===== src/rtl/vga_timing_pkg.sv =====
// Shared VGA timing defaults (640x480@60) and the per-axis total-period helper.
package vga_timing_pkg;

    localparam int CNT_W = 10;

    localparam int H_ACTIVE_DEF = 640;
    localparam int H_FP_DEF     = 16;
    localparam int H_SYNC_DEF   = 96;
    localparam int H_BP_DEF     = 48;

    localparam int V_ACTIVE_DEF = 480;
    localparam int V_FP_DEF     = 10;
    localparam int V_SYNC_DEF   = 2;
    localparam int V_BP_DEF     = 33;

    // Period of one axis: H_TOTAL in pixels or V_TOTAL in lines.
    function automatic int axis_total(input int active, input int fp, input int sync, input int bp);
        return active + fp + sync + bp;
    endfunction

endpackage


===== src/rtl/vga_axis_counter.sv =====
// One timing axis: wrap counter with increment enable, wrap flag and
// active/sync window decode of the next count value.
module vga_axis_counter
    import vga_timing_pkg::*;
#(
    parameter int TOTAL      = 800,
    parameter int ACTIVE     = 640,
    parameter int SYNC_START = 656,
    parameter int SYNC_END   = 752
) (
    input  logic             clk,
    input  logic             rst_n,
    input  logic             clr,
    input  logic             inc,
    output logic [CNT_W-1:0] cnt,
    output logic             wrap,
    output logic             active_nxt,
    output logic             sync_nxt
);

    localparam logic [CNT_W-1:0] LAST    = CNT_W'(TOTAL - 1);
    localparam logic [CNT_W-1:0] ACT_END = CNT_W'(ACTIVE);
    localparam logic [CNT_W-1:0] SYNC_LO = CNT_W'(SYNC_START);
    localparam logic [CNT_W-1:0] SYNC_HI = CNT_W'(SYNC_END);

    logic [CNT_W-1:0] cnt_d, cnt_q;

    // NOTE: every signal written here gets a default first, so no path can infer a latch.
    always_comb begin
        cnt_d = cnt_q;
        wrap  = 1'b0;
        if (clr) begin
            cnt_d = '0;
        end else if (inc) begin
            if (cnt_q == LAST) begin
                cnt_d = '0;
                wrap  = 1'b1;
            end else begin
                cnt_d = cnt_q + CNT_W'(1);
            end
        end
    end

    // NOTE: sequential state uses non-blocking assignments so all flops update together.
    always_ff @(posedge clk or negedge rst_n) begin
        if (!rst_n) begin
            cnt_q <= '0;
        end else begin
            cnt_q <= cnt_d;
        end
    end

    // Decoded from the next value so registered outputs line up with cnt.
    assign active_nxt = (cnt_d < ACT_END);
    assign sync_nxt   = (cnt_d >= SYNC_LO) && (cnt_d < SYNC_HI);
    assign cnt        = cnt_q;

endmodule


===== src/rtl/vga_timing_gen.sv =====
// VGA sync/timing generator. Define VGA_TIMING_FRAME_CNT_EN to add the
// 8-bit wrapping frame_cnt output.
module vga_timing_gen
    import vga_timing_pkg::*;
#(
    parameter int H_ACTIVE = H_ACTIVE_DEF,
    parameter int H_FP     = H_FP_DEF,
    parameter int H_SYNC   = H_SYNC_DEF,
    parameter int H_BP     = H_BP_DEF,
    parameter int V_ACTIVE = V_ACTIVE_DEF,
    parameter int V_FP     = V_FP_DEF,
    parameter int V_SYNC   = V_SYNC_DEF,
    parameter int V_BP     = V_BP_DEF
) (
    input  logic       clk,
    input  logic       rst_n,
    input  logic       pix_ce,
    input  logic       enable,
    input  logic       polarity,
    output logic       hsync,
    output logic       vsync,
    output logic       visible,
    output logic [9:0] pix_x,
    output logic [9:0] pix_y,
    output logic       line_start,
`ifdef VGA_TIMING_FRAME_CNT_EN
    output logic [7:0] frame_cnt,
`endif
    output logic       frame_start
);

    localparam int H_TOTAL = axis_total(H_ACTIVE, H_FP, H_SYNC, H_BP);
    localparam int V_TOTAL = axis_total(V_ACTIVE, V_FP, V_SYNC, V_BP);

    logic             run_d, run_q;
    logic             clr, h_inc;
    logic             h_wrap, h_act_nxt, h_sync_nxt;
    logic             v_wrap, v_act_nxt, v_sync_nxt;
    logic [CNT_W-1:0] h_cnt, v_cnt;

    logic visible_d, visible_q;
    logic hsync_d, hsync_q;
    logic vsync_d, vsync_q;
    logic line_start_d, line_start_q;
    logic frame_start_d, frame_start_q;

    // Dropping enable clears the counters on the very edge run falls, independent of pix_ce.
    assign run_d = enable;
    assign clr   = ~run_d;
    assign h_inc = run_q & pix_ce;

    vga_axis_counter #(
        .TOTAL      (H_TOTAL),
        .ACTIVE     (H_ACTIVE),
        .SYNC_START (H_ACTIVE + H_FP),
        .SYNC_END   (H_ACTIVE + H_FP + H_SYNC)
    ) u_h_axis (
        .clk        (clk),
        .rst_n      (rst_n),
        .clr        (clr),
        .inc        (h_inc),
        .cnt        (h_cnt),
        .wrap       (h_wrap),
        .active_nxt (h_act_nxt),
        .sync_nxt   (h_sync_nxt)
    );

    vga_axis_counter #(
        .TOTAL      (V_TOTAL),
        .ACTIVE     (V_ACTIVE),
        .SYNC_START (V_ACTIVE + V_FP),
        .SYNC_END   (V_ACTIVE + V_FP + V_SYNC)
    ) u_v_axis (
        .clk        (clk),
        .rst_n      (rst_n),
        .clr        (clr),
        .inc        (h_wrap),
        .cnt        (v_cnt),
        .wrap       (v_wrap),
        .active_nxt (v_act_nxt),
        .sync_nxt   (v_sync_nxt)
    );

    always_comb begin
        visible_d     = run_d & h_act_nxt & v_act_nxt;
        hsync_d       = run_d & h_sync_nxt;
        vsync_d       = run_d & v_sync_nxt;
        line_start_d  = h_wrap;
        frame_start_d = v_wrap;
    end

    always_ff @(posedge clk or negedge rst_n) begin
        if (!rst_n) begin
            run_q         <= 1'b0;
            visible_q     <= 1'b0;
            hsync_q       <= 1'b0;
            vsync_q       <= 1'b0;
            line_start_q  <= 1'b0;
            frame_start_q <= 1'b0;
        end else begin
            run_q         <= run_d;
            visible_q     <= visible_d;
            hsync_q       <= hsync_d;
            vsync_q       <= vsync_d;
            line_start_q  <= line_start_d;
            frame_start_q <= frame_start_d;
        end
    end

`ifdef VGA_TIMING_FRAME_CNT_EN
    logic [7:0] frame_cnt_d, frame_cnt_q;

    always_comb begin
        frame_cnt_d = frame_cnt_q;
        if (frame_start_d) begin
            frame_cnt_d = frame_cnt_q + 8'd1;
        end
    end

    always_ff @(posedge clk or negedge rst_n) begin
        if (!rst_n) begin
            frame_cnt_q <= 8'd0;
        end else begin
            frame_cnt_q <= frame_cnt_d;
        end
    end

    assign frame_cnt = frame_cnt_q;
`endif

    // Internal syncs are active-high; polarity=0 inverts them combinationally.
    assign hsync       = ~(hsync_q ^ polarity);
    assign vsync       = ~(vsync_q ^ polarity);
    assign visible     = visible_q;
    assign pix_x       = h_cnt;
    assign pix_y       = v_cnt;
    assign line_start  = line_start_q;
    assign frame_start = frame_start_q;

endmodule


===== config.mk =====
export PLATFORM = sky130hd
export DESIGN_NAME = vga_timing_gen
export DESIGN_NICKNAME = d
export VERILOG_FILES = /design/src/rtl/vga_timing_pkg.sv /design/src/rtl/vga_axis_counter.sv /design/src/rtl/vga_timing_gen.sv
export SDC_FILE = /design/constraint.sdc
export NUM_CORES = 1
export LEC_CHECK = 0
export ABC_AREA = 1
export BUFFER_PORTS_ARGS = -buffer_cell sky130_fd_sc_hd__buf_2
export CORE_ASPECT_RATIO = 0.9
export CORE_MARGIN = 5
export CORE_UTILIZATION = 52
export CTS_BUF_LIST = sky130_fd_sc_hd__clkbuf_2 sky130_fd_sc_hd__clkbuf_4 sky130_fd_sc_hd__clkbuf_8
export CTS_CLUSTER_DIAMETER = 60
export DETAILED_ROUTE_END_ITERATION = 8
export GPL_ROUTABILITY_DRIVEN = 1
export PLACE_DENSITY = 0.78
export SLEW_MARGIN = 20
export SYNTH_ARGS = -nofsm -noshare
export SYNTH_HDL_FRONTEND = slang
export SYNTH_SLANG_ARGS = --single-unit

===== constraint.sdc =====
create_clock -name clk -period 1.85 [get_ports clk]
set_clock_uncertainty 0.2 [all_clocks]
set_input_delay 0.4625 -clock clk [delete_from_list [all_inputs] [get_ports clk]]
set_output_delay 0.4625 -clock clk [all_outputs]
set_load 0.1 [all_outputs]

# Yosys cells after proc, flatten, opt, wreduce, memory -nomap -nowiden

Cells that the tools add are included.

Add/sub/neg operators: 2
Multipliers: 0
Div/mod/pow operators: 0
Order comparisons: 6
Equal/unequal tests: 2
Shifts and indexed selects: 0
Muxes and demuxes: 12
Bitwise operators: 9
Reduce and logical (&&, ||, !) cells: 2

Operator list:

| operator                                             | count |
|---|---|
| two-way mux 10 bit                                   | 6 |
| adder 10 x 1 -> 10 bit, second input constant        | 2 |
| == test 10 bit, second input constant                | 2 |
| < comparator 10 bit, second input constant           | 2 |
| < comparator 10 x 9 -> 1 bit, second input constant  | 2 |
| >= comparator 10 bit, second input constant          | 1 |
| >= comparator 10 x 9 -> 1 bit, second input constant | 1 |
| two-way mux 1 bit                                    | 6 |
| bitwise AND 1 bit                                    | 5 |
| logical AND 1 bit                                    | 2 |
| inverter 1 bit                                       | 2 |
| bitwise XOR 1 bit                                    | 2 |

Bits in registers: 26
Latch bits: 0
Bits in writable memories: 0
ROM bits: 0
Input port bits: 5
Output and inout bits: 25
Logic and storage cells: 41
Memories kept: 0

# Depth between registers and ports, before layout

Word-level depth: 9
Mapped depth: 13
Mapped depth without buffers: 13

# Modules after synthesis

From an unflattened synthesis, not the netlist that was laid out.

Cells, all modules: 217
Area total of the unflattened synthesis: 1557.7 um^2

By module, submodules not included:

| module                      | times used | cells an instance | area an instance (um^2) | seq. area each (um^2) |
|---|---|---|---|---|
| vga_axis_counter (u_v_axis) | 1          | 108               | 706.9                   | 250.2 |
| vga_axis_counter (u_h_axis) | 1          | 85                | 630.6                   | 250.2 |
| vga_timing_gen              | 1          | 24                | 220.2                   | 150.1 |

# Worst setup path before layout

No wires, ideal clock.

Path type: input -> output
Start: in polarity
End: out hsync
Data arrival time: 2028 ps
Data required time: 1187 ps
Slack: -840 ps
Stages on the path: 1
Cell sequence: xnor2_1

Cells in the longest elaborated chain, start to end: 2

Ends and longest elaborated chain:

| item              | RTL line              | text |
|---|---|---|
| from (decl)       | vga_timing_gen.sv:19  | `input logic polarity,` |
| bitwise XOR 1 bit | vga_timing_gen.sv:132 | `assign hsync = ~(hsync_q ^ polarity);` |
| inverter 1 bit    | vga_timing_gen.sv:132 |  |
| to (decl)         | vga_timing_gen.sv:20  | `output logic hsync,` |

No other way between the ends.

# Worst setup path after layout

Start: reg u_h_axis.cnt_q[0] (netlist: u_h_axis.cnt[0])
End: reg vsync_q

Cells in the longest elaborated chain, start to end: 9
Elaborated cells between the ends (all ways): 10
Classes of those cells: order compare (2); eq/ne (1); mux (5); bitwise (1); reduce/logical (1)

Ends and longest elaborated chain:

| item                                                                                 | RTL line               | text |
|---|---|---|
| from (decl)                                                                          | vga_axis_counter.sv:26 | `logic [CNT_W-1:0] cnt_d, cnt_q;` |
| from (signal assigned)                                                               | vga_axis_counter.sv:49 | `cnt_q <= cnt_d;` |
| == test 10 bit (*)                                                                   | vga_axis_counter.sv:35 | `if (cnt_q == LAST) begin` |
| two-way mux 1 bit (*)                                                                | vga_axis_counter.sv:35 |  |
| two-way mux 1 bit (*)                                                                | vga_axis_counter.sv:34 | `end else if (inc) begin` |
| two-way mux 1 bit (*)                                                                | vga_axis_counter.sv:32 | `if (clr) begin` |
| two-way mux 10 bit (*)                                                               | vga_axis_counter.sv:34 |  |
| two-way mux 10 bit (*)                                                               | vga_axis_counter.sv:32 |  |
| named net u_v_axis.cnt_d[5]                                                          | vga_axis_counter.sv:26 |  |
| >= comparator 10 x 9 -> 1 bit / < comparator 10 x 9 -> 1 bit (equally long branches) | vga_axis_counter.sv:55 | `assign sync_nxt = (cnt_d >= SYNC_LO) && (cnt_d < SYNC_HI);` |
| logical AND 1 bit (*)                                                                | vga_axis_counter.sv:55 |  |
| bitwise AND 1 bit (*)                                                                | vga_timing_gen.sv:87   | `vsync_d = run_d & v_sync_nxt;` |
| named net vsync_d                                                                    | vga_timing_gen.sv:43   | `logic vsync_d, vsync_q;` |
| to (signal assigned)                                                                 | vga_timing_gen.sv:104  | `vsync_q <= vsync_d;` |
| to (decl)                                                                            | vga_timing_gen.sv:43   |  |

Mark *: on every way through the listed nets, which the timed path passes. The rest lies on a longest branch.

==> flow_metrics.env <==
export IMPL_synth_seq_area_share=0.4025
export IMPL_r2r_end="vsync_q"
export IMPL_syn_num_nets=239
export IMPL_path_clk_slew_ns=0.16
export IMPL_insertion_delay_ns=0.34
export IMPL_yosysTopAreaCell="dfrtp_1"
export IMPL_port_buffers=29
export IMPL_nFillCells=126
export IMPL_drc=0
export IMPL_worst_pin_slew_ns=0.5931
export IMPL_rsz0062_at_grt="yes"
export IMPL_synth_fa_ha_area_frac=0.02322
export IMPL_wl_per_cell_um=17.96
export IMPL_fp_dieW_um=68.77
export IMPL_grt_pass1_wl_mm=8.535
export IMPL_row_count=19
export IMPL_start_kind="flip-flop"
export IMPL_dp_hpwl_mm=3.482
export IMPL_synth_compound_area_share=0.02786
export IMPL_die_height_um=62.90
export IMPL_r2r_slack_ns=-0.32
export IMPL_p_leak_nw=1.276
export IMPL_ctsRootBufferMaster="clkbuf_4"
export IMPL_avgViaCountPerCell=5.986
export IMPL_fin_area_um2=2691
export IMPL_area_delta_synth_final_pct=66.49
export IMPL_yosys_area_share_simple=0.4241
export IMPL_nNetsFinal=318
export IMPL_slew_violations=0
export IMPL_rr_worst_depth=13
export IMPL_postSynthCellCount=231
export IMPL_grtUsageTotal=0.2555
export IMPL_setup_tns_ns=-1.687
export IMPL_numClockSinks=26
export IMPL_synth_area_um2=1617
export IMPL_ios=30
export IMPL_startpoint="u_h_axis.cnt[0]"
export IMPL_min_delay_start="enable"
export IMPL_hold_path_depth=2
export IMPL_layout_drive_gt1_share=0.5437
export IMPL_grt_pass1_vias=1789
export IMPL_synth_top_family_by_area="simple AND/OR/NAND/NOR gates"
export IMPL_min_period_over_period=1.173
export IMPL_status="complete, but fails checks"
export IMPL_period_needed_ns=2.170
export IMPL_postPlaceCellArea_um2=2260
export IMPL_core_um2=3019
export IMPL_holdCritPathClass="in -> reg"
export IMPL_grt_start_max_net_pins=27
export IMPL_path_cells="ha_4, nand2_2, nor2_4, nand2_2, nor2_4, nand3_2, nand2_1, inv_2, nor2_4, nand2_2, nor2_2, nand2_1, nor2_2"
export IMPL_crit_path_end_kind="flip-flop"
export IMPL_holdWs_ns=0.2621
export IMPL_fmax_mhz=460.8
export IMPL_crit_type="reg -> reg"
export IMPL_synthTopCellsByArea="dfrtp_1, nand2_1, nor2_1"
export IMPL_power_density_nw_per_um2=432.8
export IMPL_critPathRequiredTime_ns=1.94
export IMPL_rr_startpoint="u_h_axis.cnt[0]"
export IMPL_ys_seq_elements=26
export IMPL_synth_top_area_frac=0.4025
export IMPL_final_hold_violation_count=0
export IMPL_ir_drop_v=0.0003386
export IMPL_cp_max_fo=7
export IMPL_crit_family="simple AND/OR/NAND/NOR gates"
export IMPL_antenna_found_initial=0
export IMPL_cts_buffers=3
export IMPL_gp_congestion=0.9825
export IMPL_ant_nets=0
export IMPL_grt_overflow_total=0
export IMPL_violations="setup timing"
export IMPL_slowest_stage="dfrtp_4"
export IMPL_cts_tree="built"
export IMPL_holdPathEnd="run_q"
export IMPL_first_pass_iters=5
export IMPL_n_antenna_cell=0
export IMPL_worst_slack_ns=-0.3203
export IMPL_synth_cell_types=23
export IMPL_avgSynthCellArea_um2=6.998
export IMPL_cts_max_level=1
export IMPL_arrival_ns=2.26
export IMPL_cpPeakStageDelay_ns=0.46
export IMPL_drtIter0Drc=226
export IMPL_relSlewSlack=0.6046
export IMPL_muxShareOfSynthArea=0
export IMPL_die_area_um2=4325
export IMPL_crit_buf_inv=1
export IMPL_post_route_util=0.8914
export IMPL_initial_core_util=0.5354
export IMPL_setup_violations=12
export IMPL_ys_warn_count=0
export IMPL_clockBufferDepth=2
export IMPL_dr_total_vias=2101
export IMPL_yosys_area_share_xor_xnor=0.03251
export IMPL_drv_cap=0
export IMPL_drt_wl_total_mm=6.304
-- power breakdown --
| part | leakage, nW | internal (mW) | switching (mW) |
|---|---|---|---|
| registers | 0.323 | 0.575 | 0.00460 |
| logic | 0.925 | 0.0588 | 0.111 |
| clock network | 0.0279 | 0.220 | 0.196 |
| total | 1.28 | 0.854 | 0.311 |
-- timing repair --
action,CTS,global route
resized for setup,29,54
endpoints found under the hold margin,26,0
hold buffers,1,0
pin swaps,14,30
gates cloned,0,1
setup buffers,4,8
endpoints found under the setup margin,19,26
-- state kept, by name (all words and copies together), names as in the netlist --
register	cells
frame_start	1
hsync_q	1
line_start	1
run_q	1
u_h_axis.cnt	10
u_v_axis.cnt	10
visible	1
vsync_q	1
-- per-layer routing --
layer	track usage	wire length, µm
met3	0.04496	695
met4	0.09489	302
met5	0	0
met1	0.3537	2393
met2	0.3921	2912
-- Yosys cell counts (all sizes together) --
cell type,number
nand4,10
xnor2,2
nor3b,1
nand3,24
nor2,39
inv,36
o22ai,2
nand2,69
o21bai,1
a21oi,2
o21ai,3
buf,2
dfrtp,26
ha,3
nor3,7
xor2,4
-- through the flow --
stage,cells,worst slack [ns],power (mW)
2_1_floorplan,231,-0.1778,0.6752
3_3_place_gp,333,-0.1083,0.7402
3_5_place_dp,333,-0.1406,0.7426
4_1_cts,342,-0.1434,1.140
5_1_grt,351,-0.3920,1.198
6_report,351,-0.3203,1.165
-- cell type report --
cell class,count,area (µm²),share of cell area
clock buffer,3,22.52,0.008368
tap,42,52.55,0.01953
clock inverter,1,30.03,0.01116
inverter,36,140.1,0.05207
timing repair buffer,75,654.4,0.2431
multi-input combinational,168,1106,0.4110
sequential,26,685.7,0.2548
-- worst max-delay path by stage --
stage / to / slack [ns] / cells past startpoint
floorplan: vsync_q / -0.18 / 13
global placement: visible / -0.11 / 11
global route: vsync_q / -0.39 / 13
finish: vsync_q / -0.32 / 13
detailed placement: visible / -0.14 / 11
CTS: visible / -0.14 / 13
-- kinds of logic (layout without fill, tap and decap cells) --
group	Yosys count	in the layout
simple gates	150	151
buf+inv	38	115
compound gates	8	8
flops	26	26
xor+xnor	6	6
fa+ha+maj	3	3
-- layout by cell type, fill, tap and decap left out, drive strengths merged, types with 4 or more instances in the layout --
| cell type | n |
|---|---|
| buf | 72 |
| clkbuf | 5 |
| dfrtp | 26 |
| inv | 36 |
| nand2 | 70 |
| nand3 | 24 |
| nand4 | 10 |
| nor2 | 39 |
| nor3 | 7 |
| xor2 | 4 |
Note: power is estimated with default switching activity, not from simulation.
